## src/rtl/alarm_gate_pkg.sv

```systemverilog
// Shared constants, FSM encodings and a width helper for the alarm event aggregator.
package alarm_gate_pkg;

    localparam int REDUCE_AND = 0;
    localparam int REDUCE_OR  = 1;
    localparam int REDUCE_XOR = 2;

    typedef enum logic [1:0] {
        IDLE   = 2'd0,
        ACTIVE = 2'd1,
        ACKED  = 2'd2
    } state_t;

    function automatic int clog2(input int value);
        int r;
        r = 0;
        while ((1 << r) < value) r++;
        return r;
    endfunction

endpackage

```

## src/rtl/lowest_set_index.sv

```systemverilog
// Combinational priority encoder: index of the lowest set bit plus a valid flag.
module lowest_set_index #(
    parameter int NUM_INPUTS = 10,
    parameter int SRC_W      = 4
) (
    input  logic [NUM_INPUTS-1:0] vec,
    output logic [SRC_W-1:0]      index,
    output logic                  valid
);

    // Scanning from the top down lets the lowest set bit overwrite the others.
    always_comb begin
        index = '0;
        valid = 1'b0;
        for (int i = NUM_INPUTS - 1; i >= 0; i--) begin
            if (vec[i]) begin
                index = SRC_W'(i);
                valid = 1'b1;
            end
        end
    end

endmodule

```

## src/rtl/alarm_event_aggregator.sv

```systemverilog
// Registered N-input masked reduction with sticky alarm latch, rise pulse,
// per-channel pending capture, first-source index and acknowledge/re-arm FSM.
module alarm_event_aggregator
    import alarm_gate_pkg::*;
#(
    parameter int                  NUM_INPUTS   = 10,
    parameter logic [NUM_INPUTS-1:0] BUBBLES_MASK = '0,
    parameter int                  REDUCE_MODE  = 1,
    parameter int                  STICKY       = 1,
    localparam int                 SRC_W        = clog2((NUM_INPUTS > 2) ? NUM_INPUTS : 2)
) (
    input  logic                  clock,
    input  logic                  reset_n,
    input  logic                  tick_en,
    input  logic [NUM_INPUTS-1:0] inputs,
    input  logic                  clear,
    output logic                  result,
    output logic                  rise_pulse,
    output logic                  alarm_out,
    output logic [NUM_INPUTS-1:0] pending,
    output logic [SRC_W-1:0]      first_src,
    output logic [1:0]            state_dbg
);

    logic [NUM_INPUTS-1:0] in_q;
    logic                  reduced;
    logic                  result_prev;
    logic [SRC_W-1:0]      lsi_index;
    logic                  lsi_valid;
    state_t                state;

    always_comb begin
        case (REDUCE_MODE)
            REDUCE_AND: reduced = &in_q;
            REDUCE_XOR: reduced = ^in_q;
            default:    reduced = |in_q;
        endcase
    end

    always_ff @(posedge clock or negedge reset_n) begin
        if (!reset_n) begin
            in_q   <= '0;
            result <= 1'b0;
        end else if (tick_en) begin
            in_q   <= inputs ^ BUBBLES_MASK;
            result <= reduced;
        end
    end

    // Edge detector runs on every clock so the pulse is one clock wide even with tick_en low.
    always_ff @(posedge clock or negedge reset_n) begin
        if (!reset_n) result_prev <= 1'b0;
        else          result_prev <= result;
    end

    assign rise_pulse = result & ~result_prev;

    lowest_set_index #(
        .NUM_INPUTS (NUM_INPUTS),
        .SRC_W      (SRC_W)
    ) u_lsi (
        .vec   (in_q),
        .index (lsi_index),
        .valid (lsi_valid)
    );

    always_ff @(posedge clock or negedge reset_n) begin
        if (!reset_n) begin
            state     <= IDLE;
            alarm_out <= 1'b0;
            pending   <= '0;
            first_src <= '0;
        end else begin
            case (state)
                IDLE: begin
                    if (rise_pulse) begin
                        state     <= ACTIVE;
                        alarm_out <= 1'b1;
                        first_src <= lsi_valid ? lsi_index : '0;
                        pending   <= in_q;
                    end
                end
                ACTIVE: begin
                    if (clear) begin
                        pending   <= '0;
                        alarm_out <= 1'b0;
                        state     <= result ? ACKED : IDLE;
                    end else begin
                        if (tick_en) pending <= pending | in_q;
                        if (STICKY == 0 && !result) begin
                            state     <= IDLE;
                            alarm_out <= 1'b0;
                        end
                    end
                end
                ACKED: begin
                    pending <= '0;
                    if (!result) state <= IDLE;
                end
                default: begin
                    state     <= IDLE;
                    alarm_out <= 1'b0;
                end
            endcase
        end
    end

    assign state_dbg = state;

endmodule

```

## config.mk

```make
export PLATFORM = sky130hd
export DESIGN_NAME = alarm_event_aggregator
export DESIGN_NICKNAME = d
export VERILOG_FILES = /design/src/rtl/alarm_gate_pkg.sv /design/src/rtl/lowest_set_index.sv /design/src/rtl/alarm_event_aggregator.sv
export SDC_FILE = /design/constraint.sdc
export NUM_CORES = 1
export LEC_CHECK = 0
export BUFFER_PORTS_ARGS = -buffer_cell sky130_fd_sc_hd__clkbuf_2
export CELL_PAD_IN_SITES_DETAIL_PLACEMENT = 1
export CELL_PAD_IN_SITES_GLOBAL_PLACEMENT = 2
export CORE_MARGIN = 2
export CORE_UTILIZATION = 33
export DETAILED_ROUTE_END_ITERATION = 10
export HOLD_SLACK_MARGIN = 0.15
export PLACE_DENSITY = 0.82
export SLEW_MARGIN = 20
export SYNTH_ARGS = -nofsm -noshare
export SYNTH_HDL_FRONTEND = slang
export SYNTH_SLANG_ARGS = --single-unit
```

## constraint.sdc

```tcl
create_clock -name clock -period 1.9 [get_ports clock]
set_input_delay 0.38 -clock clock [delete_from_list [all_inputs] [get_ports clock]]
set_output_delay 0.38 -clock clock [all_outputs]
set_load 0.01 [all_outputs]
```

# ---- Word level (Yosys, flattened, before mapping)
# Cells that the tools add are included.
dict set report totals {
  regBits 29
  inputBits 14
  out_inout_bits 19
  word_cells 57
}
dict set report classes {
  eq_ne 6
  n_mux 33
  bitwise 4
  reduce_logical 7
}
# cell count
set op_table {}
lappend op_table {{$mux W4} 11}
lappend op_table {{$mux W10} 3}
lappend op_table {{$pmux W10 S3} 1}
lappend op_table {{$mux W1} 12}
lappend op_table {{$or A10 B10 Y10} 1}
lappend op_table {{$reduce_or A10 Y1} 1}
lappend op_table {{$reduce_and A3 Y1} 3}
lappend op_table {{$mux W2} 4}
lappend op_table {{$ne A2 B2 Y1 const B} 3}
lappend op_table {{$pmux W2 S3} 1}
lappend op_table {{$ne A3 B3 Y1 const B} 1}
lappend op_table {{$pmux W1 S3} 1}
lappend op_table {{$reduce_bool A3 Y1} 1}
lappend op_table {{$eq A2 B1 Y1 const B} 1}
lappend op_table {{$eq A2 B2 Y1 const B} 1}
lappend op_table {{$logic_not A2 Y1} 1}
lappend op_table {{$not A1 Y1} 2}
lappend op_table {{$reduce_and A2 Y1} 1}
lappend op_table {{$and A1 B1 Y1} 1}

# ---- Longest topological paths before layout
dict set report logic_depth {
  depth_word 11
  depth_mapped 7
  mapped_depth_nobuf 6
}

# ---- Hierarchy
# From an unflattened synthesis, not the netlist that was laid out.
dict set report unflattened {
  cells_unflattened 117
  area_unflattened_um2 1337.5
}
# mod instances cells_per_inst area_each_um2 seq_area_each_um2
set modules_own_cells {}
lappend modules_own_cells {alarm_event_aggregator 1 99 1236.2 725.7}
lappend modules_own_cells {lowest_set_index 1 18 101.3 0.0}

# ---- Least setup slack after synthesis
# No wires, ideal clock.
dict set report synth_path {
  path_type {register to register}
  from {reg state[0] (netlist: state_dbg[0])}
  to {reg pending[0]}
  setup_ps 121
  t_arrival_ps 1487
  t_required_ps 1779
  setup_slack_ps 292
  stages_incl_launch_ff 8
  n_path_buf 1
  synth_period_minus_slack_ps 1608
  path_cell_list {dfrtp_1 inv_1 ha_1 nor3_2 a21oi_2 o211a_1 buf_6 a22o_1}
}
dict set report synth_between {
  elab_chain_cells 3
  elab_cells_between_ends 8
  cone_classes {eq/ne (4); mux (1); reduce/logical (3)}
}
# element line
set synth_rtl {}
lappend synth_rtl {{start: declaration} alarm_event_aggregator.sv:30} ;# state_t state;
lappend synth_rtl {{start signal: assignment} alarm_event_aggregator.sv:87} ;# state <= result ? ACKED : IDLE;
lappend synth_rtl {{$eq A2 B1 Y1, or another cell as far along} alarm_event_aggregator.sv:74} ;# case (state)
lappend synth_rtl {{$ne A3 B3 Y1 (no source line), or another cell as far along} n/a}
lappend synth_rtl {{$reduce_and A3 Y1 (no source line)} n/a}
lappend synth_rtl {{end signal: assignment} alarm_event_aggregator.sv:80} ;# pending <= in_q;
lappend synth_rtl {{end signal: assignment} alarm_event_aggregator.sv:89} ;# if (tick_en) pending <= pending | in_q;
lappend synth_rtl {{end: declaration} alarm_event_aggregator.sv:20} ;# output logic [NUM_INPUTS-1:0] pending,
# Parallel ways exist; a longest one is shown, timed or not.
# A chain may end at the register's enable or synchronous reset.

# ---- Final worst setup path
dict set report layout_path {
  from {reg state[0] (netlist: state_dbg[0])}
  to {reg pending[5]}
}
# The elaborated chain is that of the path after synthesis.

==> impl_results.md <==
- Max Cap Viol: 0
- Combinational family with the most area after synthesis: compound AO/OA/AOI/OAI gates
- CP delay by family, top: compound AO/OA/AOI/OAI gates
- Clock buffer depth: 2
- Placed cells: 184
- Routed Wire Length: roughly 3000 um
- Clock share of power: 0.255
- Switch Pwr: around 0.66 mW
- Leak Pwr: 0.743 nW
- Clk pin slew, worst setup/hold paths: roughly 0.060 ns
- Crit path largest cell delay: about 0.4 ns
- Grt peak-use layer: met2
- Final count of negative-setup-slack endpoints: 0
- Post-cts resize count: 0
- Distinct cells, synth: 31
- Core Area: between 3000 and 4000 um^2
- CTS Buf Count: 5
- # diodes: 0
- Most common flop cell mapped by yosys: dfrtp_1
- Pwr per Cell Area: between 1000 and 1500 nW/um^2
- Clk sinks: 29
- CP Cell Sequence: inv_1 > ha_1 > nor3_2 > a21oi_2 > o211a_1 > a22o_1
- Num rows: 22
- Setup TNS: 0 ns
- Die Wd: ~66 um
- Outcome: finished, final reports clean
- DR iter-0 viols: 29
- Synth Cell Area: 1260 um^2
- Area delta synth->final: 23.2%
- Max VDD drop: 0.431 mV
- Post-CTS setup buffer count: 0
- Synthesized area per cell: 11.9 um^2
- Fmax: approximately 580 MHz
- Register share of total power: 0.436
- Synth Area in XOR/XNOR: 0
- CP max FO: 10
- CTS tree: built
- Largest net degree at the start of global routing: 30
- Initial Util: 0.345
- Switching Share: 0.330
- FF-to-FF End: pending[5]
- Simple-gate share of the synthesized area: 0.113
- Clock skew: about 0.0051 ns
- Post-Synth Adder-Cell Area: 0.0297
- Vias in the first global route: ~1100
- Clk root buf: clkbuf_8
- Met3 GRT Util: 0.0494
- GR Util met1: 0.201
- Worst setup EP type: flip-flop
- R2R Path Start: state_dbg[0]
- Cells after Synth: approximately 110
- DRC: 0
- Initial antenna violation count: 0
- # IOs: 33
- Via/cell ratio: roughly 5.1
- Drt pass-1 iters: 4
- Die Ht: 65.9 um
- EDFF count, synth: 0
- First-pass GRT wire length: a little over 5000 um
- Met2 global-route usage: 0.255
- Element type at the critical path start: flip-flop
- Ys async rst share: 1.00
- Gpl congestion: slightly above 0.8
- Critical Path AT: 1.92 ns
- Mux contribution to synthesized area: 0.0713
- Hpwl dp: about 2200 um
- Antenna-violating nets left: 0
- Synthesized Nets: about 120
- R2r setup slk: 0.19 ns
- Total power: between 1.5 and 2 mW
- Total global-route track usage: 0.160
- Share of cells above drive strength 1: 0.364
- Slew Limit Headroom: 0.517
- CTS HTree Levels: 2
- Clock latency on the worst-skew pair: roughly 0.28 ns
- Hold buffer count at cts: 0
- Measured slew at the worst slew-check pin: between 0.7 and 0.8 ns
- Die ar.: roughly 4300 um^2
- Slowest cell on crit path: dfrtp_1
- RSZ-0062 raised after global routing: false
- Avg WL per Cell: around 16 um
- Critical path buffer and inverter count: 1
- Seq/Total Area, Yosys: 0.574
- Comb power frac: 0.309
- WS Path Type: flip-flop to flip-flop
- Compound-gate portion of the synthesized area: 0.180
- Seq cells post-synth: 29
- Total internal power: about 1.3 mW
- Final min period: between 1.5 and 2 ns
- Fin. max-slew vios: 0
- Post-Layout Cell Count: 191
- WHS: 0.150 ns
- # port buffers: 32
- Nets@finish: between 150 and 200
- Worst hold-check path type: input pin to asynchronous set/reset pin
- Cells on worst reg2reg path: 6
- Critical Path RT: 2.11 ns
- Period Utilization, post-route: 0.900
- Fin. Hold Viols: 0
- GRT overflow: 0
- Synth Warn #: 0
- Vias: between 900 and 1000
- Util after Layout: 0.425
## how the worst max path moves through the flow
| stage | startpoint | end | depth (start not counted) |
|---|---|---|---|
| detailed placement | state_dbg[0] | pending[4] | 6 |
| CTS | state_dbg[0] | pending[5] | 6 |
| global route | state_dbg[0] | pending[7] | 6 |
| global placement | state_dbg[0] | pending[5] | 6 |
| floorplan | state_dbg[0] | pending[0] | 7 |
| finish | state_dbg[0] | pending[5] | 6 |
## flip-flops by register name, summed over array words and instances, names as in the netlist
| signal | cells |
|---|---|
| result_prev | 1 |
| result | 1 |
| pending | 10 |
| first_src | 4 |
| in_q | 10 |
| alarm_out | 1 |
| state_dbg | 2 |
## per-stage QoR
| stage | instance area (um^2) | setup WS, ns |
|---|---|---|
| finish | 1560 | 0.190 |
| global route | 1560 | 0.0377 |
| CTS | 1560 | 0.155 |
| detailed placement | 1470 | 0.178 |
| global placement | 1470 | 0.228 |
| floorplan | 1260 | 0.292 |
## power groups by stage
| stage | Sequential [mW] | Clock (mW) | Combinational (mW) |
|---|---|---|---|
| 3_3_place_gp | 0.876 | 0 | 0.597 |
| 4_1_cts | 0.867 | 0.518 | 0.628 |
| 5_1_grt | 0.885 | 0.560 | 0.684 |
| 6_report | 0.868 | 0.508 | 0.615 |
| 2_1_floorplan | 0.901 | 0 | 0.381 |
| 3_5_place_dp | 0.875 | 0 | 0.626 |
## layer usage
layer  vias up  part of all wire
met5         -                 0
met4         0             0.020
met3         8             0.050
met2        28              0.45
met1       486              0.48
li1        460                 -
## cell usage in the layout, fill, tap and decap left out, types with 2 or more instances in the layout
master    instances
nor4_1            2
dfrtp_1          29
nand2_1           9
nor2_1            5
nand2b_1          2
clkbuf_2         32
a21oi_1           2
mux2_2            8
ha_1              3
a22o_1           10
o21ai_0           4
clkbuf_8          6
o21ai_1           3
nor2b_1           2
o41ai_1           2
inv_1             4
nor3_1            4
## kinds of logic after synthesis
logic type | count (synthesis)
AO/OA/AOI/OAI | 30
AND/OR/NAND/NOR | 28
flip-flops | 29
buffers and inverters | 8
multiplexers | 8
adder cells (fa/ha/maj) | 3
## cell type report
| class | instances | area, um^2 |
|---|---|---|
| repair buffers | 33 | 168 |
| fillers | 431 | 2100 |
| multi-input cells | 69 | 498 |
| well taps | 48 | 60.1 |
| inverters | 5 | 18.8 |
| flip-flops and latches | 29 | 726 |
| clock buffers | 7 | 86.3 |
## synthesized netlist by cell type, types with 2 or more instances
cell / instances / area, um^2
dfrtp_1: 29 / 726
a22o_1: 10 / 87.6
nand2_1: 9 / 33.8
mux2_2: 8 / 90.1
nor2_1: 5 / 18.8
inv_1: 4 / 15.0
nor3_1: 4 / 20.0
o21ai_0: 4 / 20.0
ha_1: 3 / 37.5
o21ai_1: 3 / 15.0
a21oi_1: 2 / 10.0
buf_2: 2 / 10.0
nand2b_1: 2 / 12.5
nor2b_1: 2 / 12.5
nor4_1: 2 / 12.5
o41ai_1: 2 / 17.5
(Power assumes the default switching activity.)
